## src/rtl/i2c_cfg_if.sv

```systemverilog
// Table-read and byte-transfer handshake between the config sequencer, the
// board config ROM and the I2C byte-transfer controller.
interface i2c_cfg_if #(
   parameter int IDX_W  = 6,
   parameter int DATA_W = 16
) ();
   logic [IDX_W-1:0]  tbl_index;
   logic [DATA_W+8:0] tbl_entry;   // {is_delay, dev_addr, payload}
   logic              i2c_go;
   logic [DATA_W+7:0] i2c_data;    // {dev_addr, payload}
   logic              i2c_end;
   logic              i2c_ack;

   modport master (output tbl_index, i2c_go, i2c_data,
                   input  tbl_entry, i2c_end, i2c_ack);
   modport slave  (input  tbl_index, i2c_go, i2c_data,
                   output tbl_entry, i2c_end, i2c_ack);
endinterface

```

## src/rtl/i2c_cfg_sequencer.sv

```systemverilog
// Walks a configuration table and issues each entry to the I2C controller,
// with timed delay entries, bounded NACK retry and done/error status.
module i2c_cfg_sequencer #(
   parameter int NUM_ENTRIES = 32,
   parameter int IDX_W       = 6,
   parameter int DATA_W      = 16,
   parameter int MAX_RETRY   = 3,
   parameter int GAP_CYCLES  = 4,
   parameter int AUTO_START  = 1
) (
   input  logic             clk,
   input  logic             reset,
   input  logic             start,
   input  logic             tick,
   i2c_cfg_if.master        bus,
   output logic             busy,
   output logic             done,
   output logic             error,
   output logic [IDX_W-1:0] err_index
);
   typedef enum logic [3:0] {
      S_IDLE, S_FETCH, S_ISSUE, S_WAIT, S_GAP, S_DELAY, S_ADVANCE, S_DONE, S_ERROR
   } state_t;

   localparam state_t           RESET_STATE = (AUTO_START != 0) ? S_FETCH : S_IDLE;
   localparam logic [IDX_W-1:0] LAST_IDX    = IDX_W'(NUM_ENTRIES - 1);
   localparam int               RETRY_W     = $clog2(MAX_RETRY + 1);
   localparam int               GAP_W       = $clog2(GAP_CYCLES + 2);
   localparam int               XFER_W      = 8 + DATA_W;

   state_t              state_q, state_d;
   logic [IDX_W-1:0]    idx_q, idx_d;
   logic [IDX_W-1:0]    err_idx_q, err_idx_d;
   logic [XFER_W-1:0]   entry_q, entry_d;
   logic [XFER_W-1:0]   data_q, data_d;
   logic                go_q, go_d;
   logic                busy_q, busy_d;
   logic                done_q, done_d;
   logic                err_q, err_d;
   logic [RETRY_W-1:0]  retry_q, retry_d;
   logic [DATA_W-1:0]   delay_q, delay_d;
   logic [GAP_W-1:0]    gap_q, gap_d;

   always_comb begin
      // NOTE: every signal written here gets its hold value first, so no path can infer a latch.
      state_d   = state_q;
      idx_d     = idx_q;
      err_idx_d = err_idx_q;
      entry_d   = entry_q;
      data_d    = data_q;
      go_d      = go_q;
      busy_d    = busy_q;
      done_d    = done_q;
      err_d     = err_q;
      retry_d   = retry_q;
      delay_d   = delay_q;
      gap_d     = gap_q;

      unique case (state_q)
         S_IDLE: begin
            if (start) begin
               idx_d   = '0;
               retry_d = '0;
               busy_d  = 1'b1;
               state_d = S_FETCH;
            end
         end
         S_FETCH: begin
            entry_d = bus.tbl_entry[XFER_W-1:0];
            if (bus.tbl_entry[XFER_W]) begin
               delay_d = bus.tbl_entry[DATA_W-1:0];
               state_d = S_DELAY;
            end else begin
               state_d = S_ISSUE;
            end
         end
         S_ISSUE: begin
            // Launch only in a tick-high cycle so go lines up with the bus phase.
            if (tick) begin
               data_d  = entry_q;
               go_d    = 1'b1;
               state_d = S_WAIT;
            end
         end
         S_WAIT: begin
            if (bus.i2c_end) begin
               go_d = 1'b0;
               if (bus.i2c_ack) begin
                  state_d = S_ADVANCE;
               end else if (int'(retry_q) + 1 < MAX_RETRY) begin
                  retry_d = retry_q + 1'b1;
                  gap_d   = '0;
                  state_d = S_GAP;
               end else begin
                  err_idx_d = idx_q;
                  err_d     = 1'b1;
                  busy_d    = 1'b0;
                  state_d   = S_ERROR;
               end
            end
         end
         S_GAP: begin
            if (int'(gap_q) + 1 >= GAP_CYCLES) state_d = S_ISSUE;
            else                               gap_d   = gap_q + 1'b1;
         end
         S_DELAY: begin
            // Leaving as the count reaches zero; a zero payload still spends one cycle here.
            if (delay_q != '0)          delay_d = delay_q - 1'b1;
            if (delay_q <= DATA_W'(1)) state_d = S_ADVANCE;
         end
         S_ADVANCE: begin
            retry_d = '0;
            if (idx_q == LAST_IDX) begin
               done_d  = 1'b1;
               busy_d  = 1'b0;
               state_d = S_DONE;
            end else begin
               idx_d   = idx_q + 1'b1;
               state_d = S_FETCH;
            end
         end
         S_DONE, S_ERROR: begin
            go_d   = 1'b0;
            busy_d = 1'b0;
            if (start) begin
               done_d    = 1'b0;
               err_d     = 1'b0;
               err_idx_d = '0;
               idx_d     = '0;
               retry_d   = '0;
               busy_d    = 1'b1;
               state_d   = S_FETCH;
            end
         end
         default: state_d = RESET_STATE;
      endcase
   end

   // NOTE: sequential state uses non-blocking assignments so every flop samples pre-edge values.
   always_ff @(posedge clk or negedge reset) begin
      if (!reset) begin
         state_q   <= RESET_STATE;
         idx_q     <= '0;
         err_idx_q <= '0;
         entry_q   <= '0;
         data_q    <= '0;
         go_q      <= 1'b0;
         busy_q    <= (AUTO_START != 0);
         done_q    <= 1'b0;
         err_q     <= 1'b0;
         retry_q   <= '0;
         delay_q   <= '0;
         gap_q     <= '0;
      end else begin
         state_q   <= state_d;
         idx_q     <= idx_d;
         err_idx_q <= err_idx_d;
         entry_q   <= entry_d;
         data_q    <= data_d;
         go_q      <= go_d;
         busy_q    <= busy_d;
         done_q    <= done_d;
         err_q     <= err_d;
         retry_q   <= retry_d;
         delay_q   <= delay_d;
         gap_q     <= gap_d;
      end
   end

   assign bus.tbl_index = idx_q;
   assign bus.i2c_go    = go_q;
   assign bus.i2c_data  = data_q;
   assign busy          = busy_q;
   assign done          = done_q;
   assign error         = err_q;
   assign err_index     = err_idx_q;
endmodule
```

## src/flat_wrapper.sv

```systemverilog
// flat-port wrapper written by rule: the top's interface ports become plain ports
module i2c_cfg_sequencer_flat 
#(
   parameter int NUM_ENTRIES = 32,
   parameter int IDX_W       = 6,
   parameter int DATA_W      = 16,
   parameter int MAX_RETRY   = 3,
   parameter int GAP_CYCLES  = 4,
   parameter int AUTO_START  = 1
)
  (clk, reset, start, tick, busy, done, error, err_index, bus_tbl_index, bus_i2c_go, bus_i2c_data, bus_tbl_entry, bus_i2c_end, bus_i2c_ack);
  i2c_cfg_if #(.IDX_W(IDX_W), .DATA_W(DATA_W)) bus_i ();
  input  logic clk;
  input  logic reset;
  input  logic start;
  input  logic tick;
  output logic busy;
  output logic done;
  output logic error;
  output logic [IDX_W-1:0] err_index;
  output wire logic [$bits(bus_i.tbl_index)-1:0] bus_tbl_index;
  output wire logic [$bits(bus_i.i2c_go)-1:0] bus_i2c_go;
  output wire logic [$bits(bus_i.i2c_data)-1:0] bus_i2c_data;
  input wire logic [$bits(bus_i.tbl_entry)-1:0] bus_tbl_entry;
  input wire logic [$bits(bus_i.i2c_end)-1:0] bus_i2c_end;
  input wire logic [$bits(bus_i.i2c_ack)-1:0] bus_i2c_ack;
  assign bus_tbl_index = bus_i.tbl_index;
  assign bus_i2c_go = bus_i.i2c_go;
  assign bus_i2c_data = bus_i.i2c_data;
  assign bus_i.tbl_entry = bus_tbl_entry;
  assign bus_i.i2c_end = bus_i2c_end;
  assign bus_i.i2c_ack = bus_i2c_ack;
  i2c_cfg_sequencer #(.NUM_ENTRIES(NUM_ENTRIES), .IDX_W(IDX_W), .DATA_W(DATA_W), .MAX_RETRY(MAX_RETRY), .GAP_CYCLES(GAP_CYCLES), .AUTO_START(AUTO_START)) u_core (.clk(clk), .reset(reset), .start(start), .tick(tick), .bus(bus_i), .busy(busy), .done(done), .error(error), .err_index(err_index));
endmodule
```

## config.mk

```make
export PLATFORM = sky130hd
export DESIGN_NAME = i2c_cfg_sequencer_flat
export DESIGN_NICKNAME = d
export VERILOG_FILES = /design/src/rtl/i2c_cfg_if.sv /design/src/rtl/i2c_cfg_sequencer.sv /design/src/flat_wrapper.sv
export SDC_FILE = /design/constraint.sdc
export NUM_CORES = 1
export LEC_CHECK = 0
export BUFFER_PORTS_ARGS = -buffer_cell sky130_fd_sc_hd__clkbuf_2
export CAP_MARGIN = 10
export CELL_PAD_IN_SITES_DETAIL_PLACEMENT = 1
export CELL_PAD_IN_SITES_GLOBAL_PLACEMENT = 1
export CORE_ASPECT_RATIO = 1.75
export CORE_MARGIN = 4
export CORE_UTILIZATION = 44
export DETAILED_ROUTE_END_ITERATION = 8
export PLACE_DENSITY = 0.9
export SYNTH_ARGS = -nofsm -noshare
export SYNTH_HDL_FRONTEND = slang
export SYNTH_SLANG_ARGS = --single-unit
```

## constraint.sdc

```tcl
create_clock -name clk -period 2.5 [get_ports clk]
set_clock_uncertainty 0.2 [all_clocks]
set_input_delay 0.375 -clock clk [delete_from_list [all_inputs] [get_ports clk]]
set_output_delay 0.375 -clock clk [all_outputs]
set_load 0.05 [all_outputs]
```

# [Yosys cells after proc, flatten, opt, wreduce, memory -nomap -nowiden]
# Index checks and enable logic that the tools add are counted.
# W data, S select, Z words.
[word_totals] reg_bits=89 input_bits=31 output_inout_bits=40
[op_classes] addsub=6 order_cmp=3 n_eq_ne=24 mux=47 n_reduce_logical=22
[ops] cell="$ge A32 B4 Y1 const B" n=1
[ops] cell="$lt A32 B3 Y1 const B" n=1
[ops] cell="$mux W16" n=2
[ops] cell="$pmux W16 S2" n=1
[ops] cell="$mux W6" n=5
[ops] cell="$mux W4" n=7
[ops] cell="$pmux W4 S7" n=1
[ops] cell="$pmux W6 S2" n=2
[ops] cell="$reduce_and A5 Y1" n=4
[ops] cell="$mux W3" n=6
[ops] cell="$ne A2 B2 Y1 const B" n=9
[ops] cell="$eq A4 B3 Y1 const B" n=4
[ops] cell="$le A16 B1 Y1 const B" n=1
[ops] cell="$reduce_bool A16 Y1" n=1
[ops] cell="$sub A16 B1 Y16 const B" n=1
[ops] cell="$mux W1" n=13
[ops] cell="$ne A2 B1 Y1 const B" n=6
[ops] cell="$reduce_and A3 Y1" n=4
[ops] cell="$reduce_bool A2 Y1" n=5
[ops] cell="$eq A4 B2 Y1 const B" n=2
[ops] cell="$mux W2" n=4
[ops] cell="$add A6 B1 Y6 const B" n=1
[ops] cell="$eq A6 B5 Y1 const B" n=1
[ops] cell="$pmux W2 S3" n=1
[ops] cell="17 further kinds" n=19

# [Longest topological paths before layout]
# Gate-level depths: netlist of the first run.
[logic_depth] ltp_word=6 depth_mapped=7 ltp_nobuf=7

# [Least setup slack after synthesis of the first run]
# Ideal clock, no wire load.
[synth_path] kind="register to register" startpoint="register u_core.idx_q[0], in the netlist u_core.bus.tbl_index[0]" endpoint="register u_core.state_q[1]" setup_ps=110 arrival_ps=1850 t_required_ps=2190 slack_ps=340 stages_incl_launch_ff=7 period_less_slack_ps=2160 path_cell_list="dfrtp_1 ha_1 nand2_1 or3_1 nand2_1 a21boi_0 o41ai_1"
[synth_via] elab_chain_len=3
[synth_lines] item="from (decl)" line="i2c_cfg_sequencer.sv:32" source="logic [IDX_W-1:0] idx_q, idx_d;"
[synth_lines] item="from (signal assigned)" line="i2c_cfg_sequencer.sv:156" source="idx_q <= idx_d;"
[synth_lines] item="$eq A6 B5 Y1" line="i2c_cfg_sequencer.sv:113" source="if (idx_q == LAST_IDX) begin"
[synth_lines] item="$mux W3" line="i2c_cfg_sequencer.sv:113"
[synth_lines] item="$pmux W4 S7" line="i2c_cfg_sequencer.sv:59" source="unique case (state_q)"
[synth_lines] item="to (signal assigned)" line="i2c_cfg_sequencer.sv:155" source="state_q <= state_d;"
[synth_lines] item="to (decl)" line="i2c_cfg_sequencer.sv:31" source="state_t state_q, state_d;"
# No other way between the ends.
# A chain may end at the register's enable or synchronous reset.

# [Worst setup path after layout of the first run]
[layout_path] startpoint="register u_core.delay_q[5]" endpoint="register u_core.delay_q[8]"
[layout_via] elab_chain_len=3 word_cells_on_any_way=6 cone_classes="add/sub: 1; eq/ne: 1; mux: 2; reduce/logical: 2"
[layout_lines] item="from (decl)" line="i2c_cfg_sequencer.sv:41" source="logic [DATA_W-1:0] delay_q, delay_d;"
[layout_lines] item="from (signal assigned)" line="i2c_cfg_sequencer.sv:165" source="delay_q <= delay_d;"
[layout_lines] item="$sub A16 B1 Y16 or $reduce_bool A16 Y1 (tied branches)" line="i2c_cfg_sequencer.sv:108" source="if (delay_q != '0) delay_d = delay_q - 1'b1;"
[layout_lines] item="$mux W16 or $ne A2 B1 Y1 (tied branches)"
[layout_lines] item="$pmux W16 S2 or $reduce_and A3 Y1 (tied branches)"
# Parallel ways exist; a longest one is shown, timed or not. The select of a mux whose other input is x is not followed.

==> results of run 1 <==
## where the power goes
| part | leakage [nW] | switching, mW | internal, mW | total [mW] |
|---|---|---|---|---|
| clock network | 0.158 | 0.561 | 0.926 | 1.49 |
| registers | 1.08 | 0.552 | 2.14 | 2.70 |
| logic | 1.26 | 2.75 | 1.35 | 4.11 |
## flip-flops by register name, summed over array words and instances, names as in the netlist
name and flops:
u_core.state_q 4, u_core.err_index 6, u_core.bus.i2c_go 1, u_core.done 1, u_core.gap_q 3, u_core.retry_q 2, u_core.bus.i2c_data 24, u_core.busy 1
u_core.error 1, u_core.bus.tbl_index 6, u_core.delay_q 16, u_core.entry_q 24
## metal layers
metal  up-vias  share of wire, %  wire length [um]
li1       1731                 -                 -
met1      1901                37              4631
met2        84                58              7243
met3        24               2.9               361
met4         0               2.7               335
met5         -                 0                 0
## through the flow
stage | setup slack, ns | utilization, %
after floorplan | 0.3396 | -
after global placement | 0.2653 | 51.04
after detailed placement | 0.1607 | 51.04
after CTS | 0.07644 | 54.48
after global routing | 0.008137 | 54.55
final | 0.09819 | 54.55
## Yosys cell counts, types with 5 or more instances
library cell / number
nand3_1: 9
nand2b_1: 7
buf_2: 6
dfrtp_1: 87
nor2_1: 23
nand2_1: 99
nor3_1: 10
mux2_2: 28
a21oi_1: 19
nor2b_1: 5
inv_1: 17
mux2i_1: 9
nand3b_1: 5
ha_1: 7
o21ai_0: 20
clkbuf_1: 12
## cell type report
type                    count  area (sq um)  area share (%)
well taps                 125         156.4           2.911
clock buffers              11         252.7           4.704
multi-input cells         323          2061           38.36
flip-flops and latches     89          2230           41.50
repair buffers             92         533.0           9.921
inverters                  17         63.81           1.188
clock inverters             4         76.32           1.421
## worst min path at each step
stage,from,endpoint,cells after the start
floorplan,reset,u_core.bus.i2c_data[0]$_DFFE_PN0P_,0
global placement,reset,u_core.bus.i2c_data[22]$_DFFE_PN0P_,1
detailed placement,reset,u_core.bus.i2c_data[22]$_DFFE_PN0P_,1
CTS,bus_tbl_entry[20],u_core.entry_q[20]$_DFFE_PN0N_,3
global route,bus_tbl_entry[20],u_core.entry_q[20]$_DFFE_PN0N_,3
finish,bus_tbl_entry[17],u_core.entry_q[17]$_DFFE_PN0N_,3
## worst max-delay path, cell delays in order (launching register included)
cell and delay [ns]:
dfrtp_1 0.46, or4_1 0.59, nor3_2 0.44, inv_1 0.13, o41ai_1 0.45
## what timing repair did
| action | CTS | global route |
|---|---|---|
| endpoints found under the setup margin | 0 | 1 |
| hold buffers | 1 | 0 |
| endpoints found under the hold margin | 30 | 0 |
| resized for setup | 0 | 1 |
## kinds of logic (layout without fill, tap and decap cells)
kind of cell / Yosys count / after routing / share of synthesized area (%)
AND/OR/NAND/NOR: 193 / 193 / 21.90
flip-flops: 89 / 89 / 50.15
AO/OA/AOI/OAI: 82 / 82 / 12.44
multiplexers: 37 / 37 / 9.119
buffers and inverters: 37 / 124 / 3.631
adder cells (fa/ha/maj): 7 / 7 / 1.970
XOR/XNOR: 4 / 4 / 0.7880
==> impl_results.md, run 1 <==
- Final setup fails: 0
- DR DRC count: 0
- Die width: 83.98 um
- Postcts setup bufs: 0
- Share of layout cells above drive strength 1: 27.99%
- Diodes inserted: 0
- GRT met1 Usage: 22.88%
- Via density per instance: 5.658
- Worst VDD drop: 0.7757 mV
- Critical register-to-register path endpoint: u_core.delay_q[8]$_DFFE_PN0P_
- Leading cell types by total area after synthesis: dfrtp_1, nand2_1, mux2_2
- Ys flop type: dfrtp_1
- WL final: 12570 um
- Detailed Routing Iterations Pass 1: 4
- Total grt overflow: 0
- CP max FO: 7
- Cell Rows: 48
- Slew @ Worst Pin: 0.6343 ns
- Post-route cell area: 5373 sq um
- Ys async rst share: 100.0%
- Post-route ant nets: 0
- Port Buffers: 70
- Fmax: 0.4164 GHz
- Setup TNS: 0 ns
- Yosys warning total: 0
- Clock sinks: 89
- RSZ-0062 raised after global routing: no
- Total GRT Usage: 22.28%
- Slew HR: 57.35%
- DR iter-0 viols: 212
- P per Cell Area: 1543 nW/um^2
- Root buffer cell: clkbuf_16
- Clock Pin Slew Worst Setup and Hold Paths: 0.07 ns
- Mapped Avg Cell Area: 9.901 sq um
- Initial antenna violation count: 0
- Setup crit end kind: flop
- Critical path arrival: 2.41 ns
- Hold Path Class: in -> reg
- Post-layout nets: 570
- Mapped Area: 4446 sq um
- Leak: 2.498 nW
- Seq/Total Area, Yosys: 50.15%
- Area of placed instances: 5027 sq um
- Synth Register Bits: 89
- CTS tree: yes
- First-pass GRT wire length: 20970 um
- EDFF count, synth: 0
- Leading area contributor after synthesis: dfrtp_1
- Final std cells w/o fill: 661
- Reg2reg setup slack: 0.1 ns
- Status: finished clean
- Post-synth top area share: 48.97%
- Max cap viols: 0
- Placed cell count: 645
- Slew Limit Fails: 0
- Worst r2r src: u_core.delay_q[5]$_DFFE_PN0P_
- Critical Path End: u_core.delay_q[8]$_DFFE_PN0P_
- Most common cell after layout, fill and taps aside: nand2_1
- Number of global-route vias before repair: 4267
- Die span in y: 141.0 um
- Core Region: 9849 sq um
- Worst Hold Margin: 0.03218 ns
- Die footprint: 11840 sq um
- Final Hold Viols: 0
- M3 GR Usage: 3.158%
- Clk buf depth: 2
- Clock Latency Late Sink: 0.34 ns
- Syn Nets: 487
- Total CTS buffers: 9
- Final Power: 8.289 mW
- Most frequent cells in the layout: nand2_1, dfrtp_1, clkbuf_2
- Worst r2r path cells: 4
- Gate Count Post-Synth: 449
- # IOs: 71
- Fillers: 1126
- Largest net degree at the start of global routing: 38
- Setup crit start: u_core.delay_q[5]$_DFFE_PN0P_
- GRT met2 Usage: 43.43%
- Htree depth: 3
- Startpoint type of the worst setup path: flop
- Minimum clock period after layout: 2.402 ns
- GPL Wtd Cong: 0.9146
- Distinct cell type count of the synthesized netlist: 62
- Routed len/inst: 19.02 um
- Period utilization: 96.07%
- Area grow syn2layout: 20.86%
- Kind of critical path: reg -> reg
- Via Count: 3740
- Worst EP required: 2.51 ns
- Half-perimeter wire length after placement: 9027 um
- Most used routing layer: met2
- Initial core utilization: 45.13%
Note: power is estimated with default switching activity, not from simulation.
==> run 2: changes to the inputs <==
- RECOVER_POWER: unset -> 25
==> run 2 against run 1 <==
Net effect:
- setup slack lost 0.0062 ns
- core utilization shrank 0.15 points
- clock-buffer cell count is the same
- register-to-register slack is essentially flat
- sequential power is essentially flat
- routed wire length shrank 0.16%
- sequential share of layout area grew 0.12 points
- cell area shrank 0.28%
- die area is the same
- non-clock buffer count is the same
- global-route usage is the same
- largest cell class unchanged
==> impl_results.md, run 2 (same netlist as run 1, synthesis figures left out) <==
- Status: finished clean
- Root buffer cell: clkbuf_16
- Port Buffers: 70
- Slew HR: 45.32%
- Max cap viols: 0
- Slew Limit Fails: 0
- Final Hold Viols: 0
- Worst path bufs/invs: 1
- Area grow syn2layout: 20.52%
- Hold path start: bus_tbl_entry[17]
- Routed len/inst: 18.99 um
- Htree depth: 3
- Critical path arrival: 2.42 ns
- CP max FO: 7
- Slew @ Worst Pin: 0.8202 ns
- Startpoint type of the worst setup path: flop
- Hold Path End: u_core.entry_q[17]$_DFFE_PN0N_
- Final setup fails: 0
- Minimum clock period after layout: 2.408 ns
- Kind of critical path: reg -> reg
- Clock Pin Slew Worst Setup and Hold Paths: 0.07 ns
- Post-route ant nets: 0
- Period utilization: 96.32%
- Leak: 2.492 nW
- Clock sinks: 89
- Number of global-route vias before repair: 4267
- Most frequent cells in the layout: nand2_1, dfrtp_1, clkbuf_2
- Via density per instance: 5.670
- Total GRT Usage: 22.28%
- Worst r2r src: u_core.delay_q[5]$_DFFE_PN0P_
- Critical register-to-register path endpoint: u_core.delay_q[8]$_DFFE_PN0P_
- # IOs: 71
- Via Count: 3748
- Clock Latency Late Sink: 0.34 ns
- Area of placed instances: 5027 sq um
- Core Region: 9849 sq um
- Die span in y: 141.0 um
- Worst r2r path cells: 4
- Worst EP required: 2.51 ns
- Post-route cell area: 5358 sq um
- Total CTS buffers: 9
- Total grt overflow: 0
- Detailed Routing Iterations Pass 1: 4
- Setup crit end kind: flop
- Hold depth: 3
- First-pass GRT wire length: 20970 um
- Hold Path Class: in -> reg
- Clk buf depth: 2
- DR DRC count: 0
- Setup TNS: 0 ns
- CP top delay family: simple AND/OR/NAND/NOR gates
- Die width: 83.98 um
- Postcts setup bufs: 0
- Initial core utilization: 45.13%
- Reg2reg setup slack: 0.09 ns
- Diodes inserted: 0
- Largest net degree at the start of global routing: 38
- Cell Rows: 48
- RSZ-0062 raised after global routing: no
- WL final: 12550 um
- Post-layout nets: 570
- Initial antenna violation count: 0
- Most common cell after layout, fill and taps aside: nand2_1
- Fmax: 0.4153 GHz
- P per Cell Area: 1546 nW/um^2
- Half-perimeter wire length after placement: 9027 um
- Max incr delay on CP: 0.59 ns
- Share of layout cells above drive strength 1: 27.99%
- Fillers: 1126
- GPL Wtd Cong: 0.9146
- Critical-path top delay cell: or4_1
- DR iter-0 viols: 222
- Worst VDD drop: 0.7756 mV
- CTS tree: yes
- Die footprint: 11840 sq um
- Worst-path cell chain: or4_1 > nor3_2 > inv_1 > o41ai_1
run 2: cell count changes in the layout (fill, tap and decap cells not counted), sizes merged:
cell,previous run,this run
buf,22,20
clkbuf,80,82
run 2: what timing repair did:
action | in CTS | in global routing
hold endpoints to repair | 30 | 0
hold buffers | 1 | 0
endpoints found under the setup margin | 0 | 1
gates resized for setup | 0 | 1
run 2: worst min-delay path: stages:
cell and delay (ns):
clkbuf_2 0.08, nand2_1 0.04, nand2_1 0.05
run 2: report_power, final:
group          switching [mW]  total (mW)  internal, mW
clock                   0.560        1.49         0.926
sequential              0.552        2.70          2.14
combinational            2.75        4.10          1.35
run 2: cell type report:
type	count	area, sq um	area share [%]
clock buffers	11	252.7	4.717
flip-flops and latches	89	2230	41.62
well taps	125	156.4	2.919
inverters	17	63.81	1.191
repair buffers	92	518.0	9.668
clock inverters	4	76.32	1.425
multi-input cells	323	2061	38.46
run 2: layer usage:
layer,track usage [%],wire [um]
met2,43.43,7191
met3,3.158,362
met5,0,0
met1,22.88,4647
met4,10.25,350
run 2: how the worst max path moves through the flow:
stage | start | endpoint | slack, ns | cells past startpoint
after floorplan | u_core.bus.tbl_index[0]$_DFFE_PN0P_ | u_core.state_q[1]$_DFFE_PN0P_ | 0.34 | 6
after global placement | u_core.state_q[0]$_DFFE_PN1P_ | u_core.delay_q[2]$_DFFE_PN0P_ | 0.27 | 5
after detailed placement | u_core.state_q[0]$_DFFE_PN1P_ | u_core.delay_q[4]$_DFFE_PN0P_ | 0.16 | 5
after CTS | u_core.delay_q[7]$_DFFE_PN0P_ | u_core.delay_q[15]$_DFFE_PN0P_ | 0.08 | 6
after global routing | u_core.delay_q[5]$_DFFE_PN0P_ | u_core.delay_q[8]$_DFFE_PN0P_ | 0.008 | 4
final | u_core.delay_q[5]$_DFFE_PN0P_ | u_core.delay_q[8]$_DFFE_PN0P_ | 0.09 | 4
run 2: metrics by stage:
step	total power [mW]	setup WS, ns	hold WS, ns	utilization, %	cells
finish	8.285	0.09203	0.03138	54.40	661
global route	8.796	0.008137	0.03053	54.40	661
CTS	8.353	0.07644	0.01997	54.48	661
detailed placement	6.773	0.1607	0.1456	51.04	645
global placement	6.483	0.2653	0.1288	51.04	645
floorplan	5.577	0.3396	-0.1206	-	449
==> run 3: changes to the inputs <==
- CORE_ASPECT_RATIO: 1.75 -> unset
==> run 3 against run 2 <==
Net effect:
- hold slack worse by 0.018 ns
- sequential share of layout area grew 1.2 points
- routed wire length fell by 2.5%
- sequential power hardly changed
- setup slack improved by 0.061 ns
- critical path depth up 1
- register-to-register slack improved by 0.06 ns
- core utilization decreased by 1.3 points
- total power decreased by 7.6%
- first-iteration DRC count grew 21%
==> impl_results.md, run 3 (same netlist as run 1, synthesis figures left out) <==
- Status: finished clean
- Critical Path End: u_core.delay_q[8]$_DFFE_PN0P_
- Fillers: 1147
- Area grow syn2layout: 17.17%
- Total GRT Usage: 21.97%
- Clock Latency Late Sink: 0.37 ns
- Die span in y: 108.5 um
- Detailed Routing Iterations Pass 1: 4
- DR iter-0 viols: 268
- Worst EP required: 2.55 ns
- Largest net degree at the start of global routing: 53
- Setup crit start: u_core.state_q[0]$_DFFE_PN1P_
- Diodes inserted: 0
- CP max FO: 4
- Final Util: 53.05%
- Critical register-to-register path endpoint: u_core.delay_q[8]$_DFFE_PN0P_
- Clock Pin Slew Worst Setup and Hold Paths: 0.10 ns
- Postcts setup bufs: 0
- RSZ-0062 raised after global routing: no
- Cell Rows: 36
- Total CTS buffers: 9
- Worst VDD drop: 0.8599 mV
- Hold Path Class: in -> reg
- Setup crit end kind: flop
- GPL Wtd Cong: 0.8961
- Kind of critical path: reg -> reg
- Via Count: 3770
- Slew @ Worst Pin: 1.048 ns
- Critical path arrival: 2.40 ns
- Number of global-route vias before repair: 3960
- # IOs: 71
- Minimum clock period after layout: 2.347 ns
- Initial core utilization: 45.27%
- Fmax: 0.4260 GHz
- Routed len/inst: 18.40 um
- Final setup fails: 0
- Slew Limit Fails: 0
- Htree depth: 3
- Reg2reg setup slack: 0.15 ns
- Area of the multi-input gates: 2061 sq um
- Via density per instance: 5.669
- P per Cell Area: 1469 nW/um^2
- Startpoint type of the worst setup path: flop
- Core Region: 9819 sq um
- Half-perimeter wire length after placement: 8618 um
- Port Buffers: 70
- Max cap viols: 0
- Worst r2r path cells: 5
- Final Hold Viols: 0
- Die width: 108.5 um
- Post-route ant nets: 0
- Period utilization: 93.90%
- Initial antenna violation count: 0
- WL final: 12240 um
- Clock sinks: 89
- Most common cell after layout, fill and taps aside: nand2_1
- CTS tree: yes
- Share of layout cells above drive strength 1: 26.88%
- Total grt overflow: 0
- Slew HR: 30.12%
- Leak: 2.408 nW
- Worst r2r src: u_core.state_q[0]$_DFFE_PN1P_
- DR DRC count: 0
- Die footprint: 11780 sq um
- Clk buf depth: 2
- Hold depth: 3
- First-pass GRT wire length: 20150 um
- Setup TNS: 0 ns
- Most frequent cells in the layout: nand2_1, dfrtp_1, clkbuf_2
- Register area: 2230 sq um
- Root buffer cell: clkbuf_8
- Post-layout nets: 565
## run 3: cell count changes in the layout (fill, tap and decap cells not counted), sizes merged
cell / before / now
inv: 17 / 20
buf: 20 / 14
bufinv: 2 / 0
clkbuf: 82 / 80
dlygate4sd3: 1 / 3
clkinv: 1 / 2
## run 3: timing repair
| item | in CTS | in global routing |
|---|---|---|
| hold endpoints to repair | 38 | 0 |
| hold buffers | 3 | 0 |
| resized for setup | 0 | 1 |
| endpoints found under the setup margin | 0 | 9 |
## run 3: cell type report
cell class | count | share of cell area, %
Clock buffer | 10 | 2.450
Clock inverter | 6 | 0.9608
Inverter | 17 | 1.225
Multi-Input combinational cell | 323 | 39.56
Sequential cell | 89 | 42.81
Tap cell | 133 | 3.195
Timing Repair Buffer | 87 | 9.801
## run 3: critical path, stage by stage, from the launching register on
cell and delay [ns]:
dfstp_2 0.54, or4b_1 0.57, o21ai_0 0.43, o21ai_0 0.19, a22oi_1 0.21, o41ai_1 0.10
## run 3: how the worst min path moves through the flow
| stage | from | to | slack (ns) |
|---|---|---|---|
| after floorplan | reset | u_core.bus.i2c_data[0]$_DFFE_PN0P_ | -0.12 |
| after global routing | bus_tbl_entry[18] | u_core.entry_q[18]$_DFFE_PN0N_ | 0.005 |
| after detailed placement | reset | u_core.err_index[4]$_DFFE_PN0P_ | 0.19 |
| final | bus_tbl_entry[20] | u_core.entry_q[20]$_DFFE_PN0N_ | 0.01 |
| after CTS | bus_tbl_entry[20] | u_core.entry_q[20]$_DFFE_PN0N_ | 0.00002 |
| after global placement | reset | u_core.err_index[4]$_DFFE_PN0P_ | 0.19 |
## run 3: through the flow
step	total power, mW	cells	hold WS, ns	setup slack [ns]	cell area [sq um]
2_1_floorplan	5.577	449	-0.1206	0.3396	4446
3_3_place_gp	6.454	646	0.1894	0.2668	4997
3_5_place_dp	6.696	646	0.1903	0.1570	4997
4_1_cts	7.682	665	0.00001521	0.1316	5205
5_1_grt	8.188	665	0.004645	0.04269	5209
6_report	7.651	665	0.01364	0.1525	5209
## run 3: per-layer routing
layer	vias to the layer above	wire [um]	part of all wire, %	global-route usage, %
met5	-	0	0	0
met4	0	163	1.3	6.673
met3	15	620	5.1	4.597
met2	112	6033	49	35.88
met1	1916	5419	44	29.45
li1	1727	-	-	-
## run 3: report_power, final
| group | total (mW) | switching (mW) | internal, mW | leakage [nW] |
|---|---|---|---|---|
| clock | 0.935 | 0.559 | 0.376 | 0.0892 |
| sequential | 2.68 | 0.542 | 2.14 | 1.08 |
| combinational | 4.03 | 2.70 | 1.33 | 1.24 |
